<file path="src/rtl/ss_xfer_engine.sv">
// rtl/ss_xfer_engine.sv - save-state transfer engine between the mapper save-state port and a state buffer
// Save sweeps mapper state into the buffer; restore checks the mapper ID, then replays bytes on synthesized M2.
module ss_xfer_engine #(
    parameter int SS_LEN  = 128,
    parameter int ID_ADDR = 127,
    parameter int M2_HALF = 4,
    parameter int RD_WAIT = 2
) (
    input  logic       clk,
    input  logic       rst,
    input  logic       cmd_save,
    input  logic       cmd_restore,
    output logic       busy,
    output logic       done,
    output logic       err,
    output logic       ss_act,
    output logic       ss_we,
    output logic [7:0] ss_addr,
    output logic [7:0] ss_dout,
    output logic       ss_m2,
    input  logic [7:0] ss_rdat,
    output logic       mem_req,
    output logic       mem_we,
    output logic [7:0] mem_addr,
    output logic [7:0] mem_wdat,
    input  logic [7:0] mem_rdat,
    input  logic       mem_ack
);
    localparam logic [7:0] ID8       = 8'(ID_ADDR);
    localparam logic [7:0] RD_LAST   = 8'(RD_WAIT);
    localparam logic [7:0] M2_LAST   = 8'(M2_HALF - 1);
    localparam logic [7:0] SAVE_LAST = 8'(SS_LEN - 1);
    localparam logic [7:0] RST_LAST  = (ID_ADDR == SS_LEN - 1) ? 8'(SS_LEN - 2) : 8'(SS_LEN - 1);
    localparam logic [7:0] RST_FIRST = (ID_ADDR == 0) ? 8'd1 : 8'd0;

    typedef enum logic [3:0] {
        S_IDLE, S_SAVE_RD, S_SAVE_WR, S_CHK_RD, S_CHK_CMP, S_RST_RD, S_RST_SET,
        S_RST_HI, S_RST_LO, S_FIN_WE, S_FIN_ACT, S_DONE, S_ERR
    } state_t;

    state_t     state_q;
    logic [7:0] addr_q, cnt_q, id_q, addr_nxt_d;
    logic       done_q, err_q, act_q, we_q, m2_q, req_q, mwe_q;
    logic [7:0] ss_addr_q, dout_q, maddr_q, wdat_q;

    // Restore never touches the read-only ID byte, so stepping skips it.
    always_comb begin
        addr_nxt_d = addr_q + 8'd1;
        if (addr_nxt_d == ID8) addr_nxt_d = addr_q + 8'd2;
    end

    always_ff @(posedge clk or posedge rst) begin
        if (rst) begin
            state_q   <= S_IDLE;
            addr_q    <= 8'd0;
            cnt_q     <= 8'd0;
            id_q      <= 8'd0;
            done_q    <= 1'b0;
            err_q     <= 1'b0;
            act_q     <= 1'b0;
            we_q      <= 1'b0;
            m2_q      <= 1'b0;
            req_q     <= 1'b0;
            mwe_q     <= 1'b0;
            ss_addr_q <= 8'd0;
            dout_q    <= 8'd0;
            maddr_q   <= 8'd0;
            wdat_q    <= 8'd0;
        end else begin
            done_q <= 1'b0;
            case (state_q)
                S_IDLE: begin
                    if (cmd_save && cmd_restore) begin
                        err_q <= 1'b1;
                    end else if (cmd_save) begin
                        err_q     <= 1'b0;
                        act_q     <= 1'b1;
                        addr_q    <= 8'd0;
                        ss_addr_q <= 8'd0;
                        cnt_q     <= 8'd0;
                        state_q   <= S_SAVE_RD;
                    end else if (cmd_restore) begin
                        err_q     <= 1'b0;
                        act_q     <= 1'b1;
                        ss_addr_q <= ID8;
                        maddr_q   <= ID8;
                        mwe_q     <= 1'b0;
                        req_q     <= 1'b1;
                        state_q   <= S_CHK_RD;
                    end
                end
                S_SAVE_RD: begin
                    if (cnt_q == RD_LAST) begin
                        wdat_q  <= ss_rdat;
                        maddr_q <= addr_q;
                        mwe_q   <= 1'b1;
                        req_q   <= 1'b1;
                        state_q <= S_SAVE_WR;
                    end else begin
                        cnt_q <= cnt_q + 8'd1;
                    end
                end
                S_SAVE_WR: begin
                    if (mem_ack) begin
                        req_q <= 1'b0;
                        mwe_q <= 1'b0;
                        if (addr_q == SAVE_LAST) begin
                            state_q <= S_FIN_WE;
                        end else begin
                            addr_q    <= addr_q + 8'd1;
                            ss_addr_q <= addr_q + 8'd1;
                            cnt_q     <= 8'd0;
                            state_q   <= S_SAVE_RD;
                        end
                    end
                end
                S_CHK_RD: begin
                    if (mem_ack) begin
                        req_q   <= 1'b0;
                        id_q    <= mem_rdat;
                        cnt_q   <= 8'd0;
                        state_q <= S_CHK_CMP;
                    end
                end
                S_CHK_CMP: begin
                    if (cnt_q == RD_LAST) begin
                        if (ss_rdat != id_q) begin
                            state_q <= S_ERR;
                        end else begin
                            addr_q  <= RST_FIRST;
                            maddr_q <= RST_FIRST;
                            req_q   <= 1'b1;
                            state_q <= S_RST_RD;
                        end
                    end else begin
                        cnt_q <= cnt_q + 8'd1;
                    end
                end
                S_RST_RD: begin
                    if (mem_ack) begin
                        req_q     <= 1'b0;
                        dout_q    <= mem_rdat;
                        ss_addr_q <= addr_q;
                        we_q      <= 1'b1;
                        state_q   <= S_RST_SET;
                    end
                end
                // One setup cycle with address/data/we stable before M2 rises.
                S_RST_SET: begin
                    m2_q    <= 1'b1;
                    cnt_q   <= 8'd0;
                    state_q <= S_RST_HI;
                end
                S_RST_HI: begin
                    if (cnt_q == M2_LAST) begin
                        m2_q    <= 1'b0;
                        cnt_q   <= 8'd0;
                        state_q <= S_RST_LO;
                    end else begin
                        cnt_q <= cnt_q + 8'd1;
                    end
                end
                S_RST_LO: begin
                    if (cnt_q == M2_LAST) begin
                        if (addr_q == RST_LAST) begin
                            state_q <= S_FIN_WE;
                        end else begin
                            addr_q  <= addr_nxt_d;
                            maddr_q <= addr_nxt_d;
                            req_q   <= 1'b1;
                            state_q <= S_RST_RD;
                        end
                    end else begin
                        cnt_q <= cnt_q + 8'd1;
                    end
                end
                S_FIN_WE: begin
                    we_q    <= 1'b0;
                    state_q <= S_FIN_ACT;
                end
                S_FIN_ACT: begin
                    act_q   <= 1'b0;
                    state_q <= S_DONE;
                end
                S_DONE: begin
                    done_q  <= 1'b1;
                    state_q <= S_IDLE;
                end
                S_ERR: begin
                    act_q   <= 1'b0;
                    err_q   <= 1'b1;
                    state_q <= S_IDLE;
                end
                default: state_q <= S_IDLE;
            endcase
        end
    end

    assign busy     = (state_q != S_IDLE);
    assign done     = done_q;
    assign err      = err_q;
    assign ss_act   = act_q;
    assign ss_we    = we_q;
    assign ss_addr  = ss_addr_q;
    assign ss_dout  = dout_q;
    assign ss_m2    = m2_q;
    assign mem_req  = req_q;
    assign mem_we   = mwe_q;
    assign mem_addr = maddr_q;
    assign mem_wdat = wdat_q;
endmodule

</file>
<file path="config.mk">
export PLATFORM = sky130hd
export DESIGN_NAME = ss_xfer_engine
export DESIGN_NICKNAME = d
export VERILOG_FILES = /design/src/rtl/ss_xfer_engine.sv
export SDC_FILE = /design/constraint.sdc
export NUM_CORES = 1
export LEC_CHECK = 0
export ABC_AREA = 1
export CAP_MARGIN = 25
export CORE_ASPECT_RATIO = 1.5
export CORE_MARGIN = 3
export CORE_UTILIZATION = 50
export CTS_CLUSTER_SIZE = 25
export DETAILED_ROUTE_END_ITERATION = 16
export GPL_ROUTABILITY_DRIVEN = 0
export GPL_TIMING_DRIVEN = 0
export PLACE_DENSITY = 0.7
export SYNTH_ARGS = -nofsm -noshare
export SYNTH_HDL_FRONTEND = slang
export SYNTH_SLANG_ARGS = --single-unit
</file>
<file path="constraint.sdc">
create_clock -name clk -period 2.88 [get_ports clk]
set_input_delay 0.72 -clock clk [delete_from_list [all_inputs] [get_ports clk]]
set_output_delay 0.72 -clock clk [all_outputs]
set_load 0.01 [all_outputs]
</file>
==> flow_summary.toml <==
[hold_path]
hold_class = "flip-flop to flip-flop"

[global_route]
grt_max_degree = 38
grt_pass1_wl_um = 18500
grt_remaining_overflow = 0
grtUsageTotal = 0.250
antenna_found_initial = 0
grt_pass1_vias = 3969

[pwr]
fin_total_pwr_mw = 5.59
switching_power_mw = 2.42
ir_worst_vdd_mv = 0.615
power_density_nw_per_um2 = 1070
pwr-share-seq = 0.282
power.internal_mw = 3.17
p_sw_frac = 0.433
power.leakage_nw = 2.50
p_clk_frac = 0.174
p_comb_frac = 0.544

[synthesis]
syn_area_um2 = 4200
yosys.area.top_type_share = 0.399
seq_area_frac_synth = 0.399
synth.distinct_cells = 40
synthCells = 544
ys_warn_count = 0
syn-num-nets = 571
synth_top_cell_by_area = "dfrtp_1"
synth-seq-cells = 67
synthTopCellsByArea = "dfrtp_1 (40%), nand2_1 (13%), inv_1 (5.1%), nor2_1 (4.6%), nand3_1 (4.5%)"
synth_area_per_cell_um2 = 7.73

[worst_setup_path]
crit_type = "flip-flop to output pin"
cp_slowest_stage_delay_ns = 0.50
start_kind = "flip-flop"
path_common_cell = "nor2_4"
critPathRequiredTime_ns = 2.16
path_cells = "nor2_4, inv_4, nor2_4, inv_1, clkdlybuf4s50_1"
critical_path_arrival_ns = 1.92
worst_path_max_delay_cell = "dfrtp_1"
end_kind = "output pin"
crit_fanout = 8

[routing]
wl_per_cell_um = 15.1
via_per_inst = 5.32
drt_iter0_drc = 217
drc = 0
drtAntennaViolNets = 0
finalWirelength_um = 11000
vias = 3854
first_pass_iters = 5

[floorplanning]
pin_count = 61
die_x_um = 80.9
std_cell_rows = 40
die_h_um = 118
core_um2 = 8110
die_area_um2 = 9570
start_util = 0.519

[clock_tree]
htree_levels = 3
hold_buffers = 0
clk_latency_ns = 0.33
cts_tree = "done"
post_cts_buffers = 0
numClockSinks = 67
clk_pin_slew_worst_paths_ns = 0.06
clock_path_buffers = 2
post_cts_resized = 0
cts-root-buf = "clkbuf_16"
numCtsBuffers = 9

[cells_and_area]
num-nets-final = 643
drive_gt1_frac = 0.145
diodes = 0
area_delta_synth_final_pct = 24.1
fin_util = 0.644

[timing]
setup_viol = 0
worstMarginPinSlew_ns = 0.680
period_share = 0.918
skew_ns = 0.00891
rsz0062_at_grt = "false"
slew_violations = 0
fin_crit_ns = 2.64
maxSlewHeadroom = 0.546
max_clock_freq_mhz = 378
finalHoldViolCount = 0

[placed_design]
portBuffers = 60
dp_hpwl_um = 8530

[status]
outcome = "completed"

[run]
maxCapViolCount = 0
[state kept, by name (all words and copies together), names as in the netlist, 4 cells and up]
name      count
addr_q        8
mem_addr      8
cnt_q         8
ss_dout       8
id_q          8
ss_addr       8
mem_wdat      8
state_q       4
[cells by family (layout without fill, tap and decap cells)]
group	after synthesis	after routing	share of synthesized area
flip-flops	67	67	0.399
AO/OA/AOI/OAI	79	79	0.109
multiplexers	7	7	0.0188
buffers and inverters	74	150	0.0789
XOR/XNOR	14	14	0.0292
AND/OR/NAND/NOR	297	297	0.348
adder cells (fa/ha/maj)	6	6	0.0179
[cells in the final DEF, fill, tap and decap left out, drive strengths merged, types with 2 or more instances in the layout]
| master | count |
|---|---|
| a21o | 4 |
| a21oi | 21 |
| a31oi | 3 |
| buf | 8 |
| clkbuf | 14 |
| clkdlybuf4s50 | 60 |
| clkinv | 3 |
| dfrtp | 67 |
| ha | 6 |
| inv | 65 |
| mux2 | 7 |
| nand2 | 162 |
| nand3 | 45 |
| nand4 | 7 |
| nor2 | 76 |
| nor3 | 4 |
| o21a | 2 |
| o21ai | 46 |
| xnor2 | 8 |
| xor2 | 6 |
[synth_stat cells, drive strengths merged]
library cell and instances:
or2 1, a2bb2oi 1, a21oi 21, clkbuf 2, and3 1, ha 6
nand4 7, xnor2 8, nor3 4, buf 7, xor2 6, nand2 162
a21o 4, nor3b 1, o221ai 1, o211a 1, dfrtp 67, nand3 45
o21ai 46, o21a 2, mux2 7, a31oi 3, inv 65, nor2 76
[power by group through the flow]
stage | combinational, mW | sequential (mW) | clock, mW
after detailed placement | 3.04 | 1.59 | 0
after global routing | 3.40 | 1.62 | 1.04
final | 3.04 | 1.58 | 0.972
after CTS | 3.06 | 1.58 | 0.988
after global placement | 2.98 | 1.57 | 0
after floorplan | 1.91 | 1.66 | 0
[final timing paths]
| check | slack [ns] | cells past startpoint | end | startpoint |
|---|---|---|---|---|
| max | 0.24 | 5 | busy | state_q[3] |
| min reg2reg | 0.48 | 2 | mem_addr[6] | mem_addr[6] |
| max reg2reg | 0.56 | 12 | mem_addr[3] | addr_q[1] |
| min in group asynchronous | 0.81 | 2 | state_q[3] | rst |
| min | 0.48 | 2 | mem_addr[6] | mem_addr[6] |
| max in group asynchronous | 1.43 | 3 | addr_q[3] | rst |
[per-stage QoR]
step / worst slack [ns] / area (µm²) / hold slack, ns / cells / setup TNS, ns
2_1_floorplan: 0.477 / 4200 / 0.473 / 544 / 0
3_3_place_gp: -0.666 / 4940 / 0.462 / 709 / -44.25
3_5_place_dp: 0.245 / 4960 / 0.469 / 710 / 0
4_1_cts: 0.257 / 5220 / 0.483 / 725 / 0
5_1_grt: 0.179 / 5220 / 0.502 / 725 / 0
6_report: 0.238 / 5220 / 0.480 / 725 / 0
[final cells by class]
cell class,instances,area [µm²]
Buffer,9,67.6
Clock buffer,12,246
Clock inverter,3,15.0
Fill cell,746,2890
Inverter,65,264
Multi-Input combinational cell,403,2200
Sequential cell,67,1680
Tap cell,105,131
Timing Repair Buffer,61,621
[worst max-delay path, delay by kind of cell, from the launching register on]
| kind | cells | cell delay [ns] |
|---|---|---|
| AND/OR/NAND/NOR | 2 | 0.43 |
| flip-flops | 1 | 0.50 |
| buffers and inverters | 3 | 0.67 |
[metal layers]
metal | vias up | wire [µm] | GRT usage
met5 | - | 0 | 0
met4 | 0 | 540 | 0.149
met3 | 35 | 533 | 0.0579
met2 | 126 | 5890 | 0.441
met1 | 1795 | 4020 | 0.260
li1 | 1898 | - | -
Note: power is estimated with default switching activity, not from simulation.
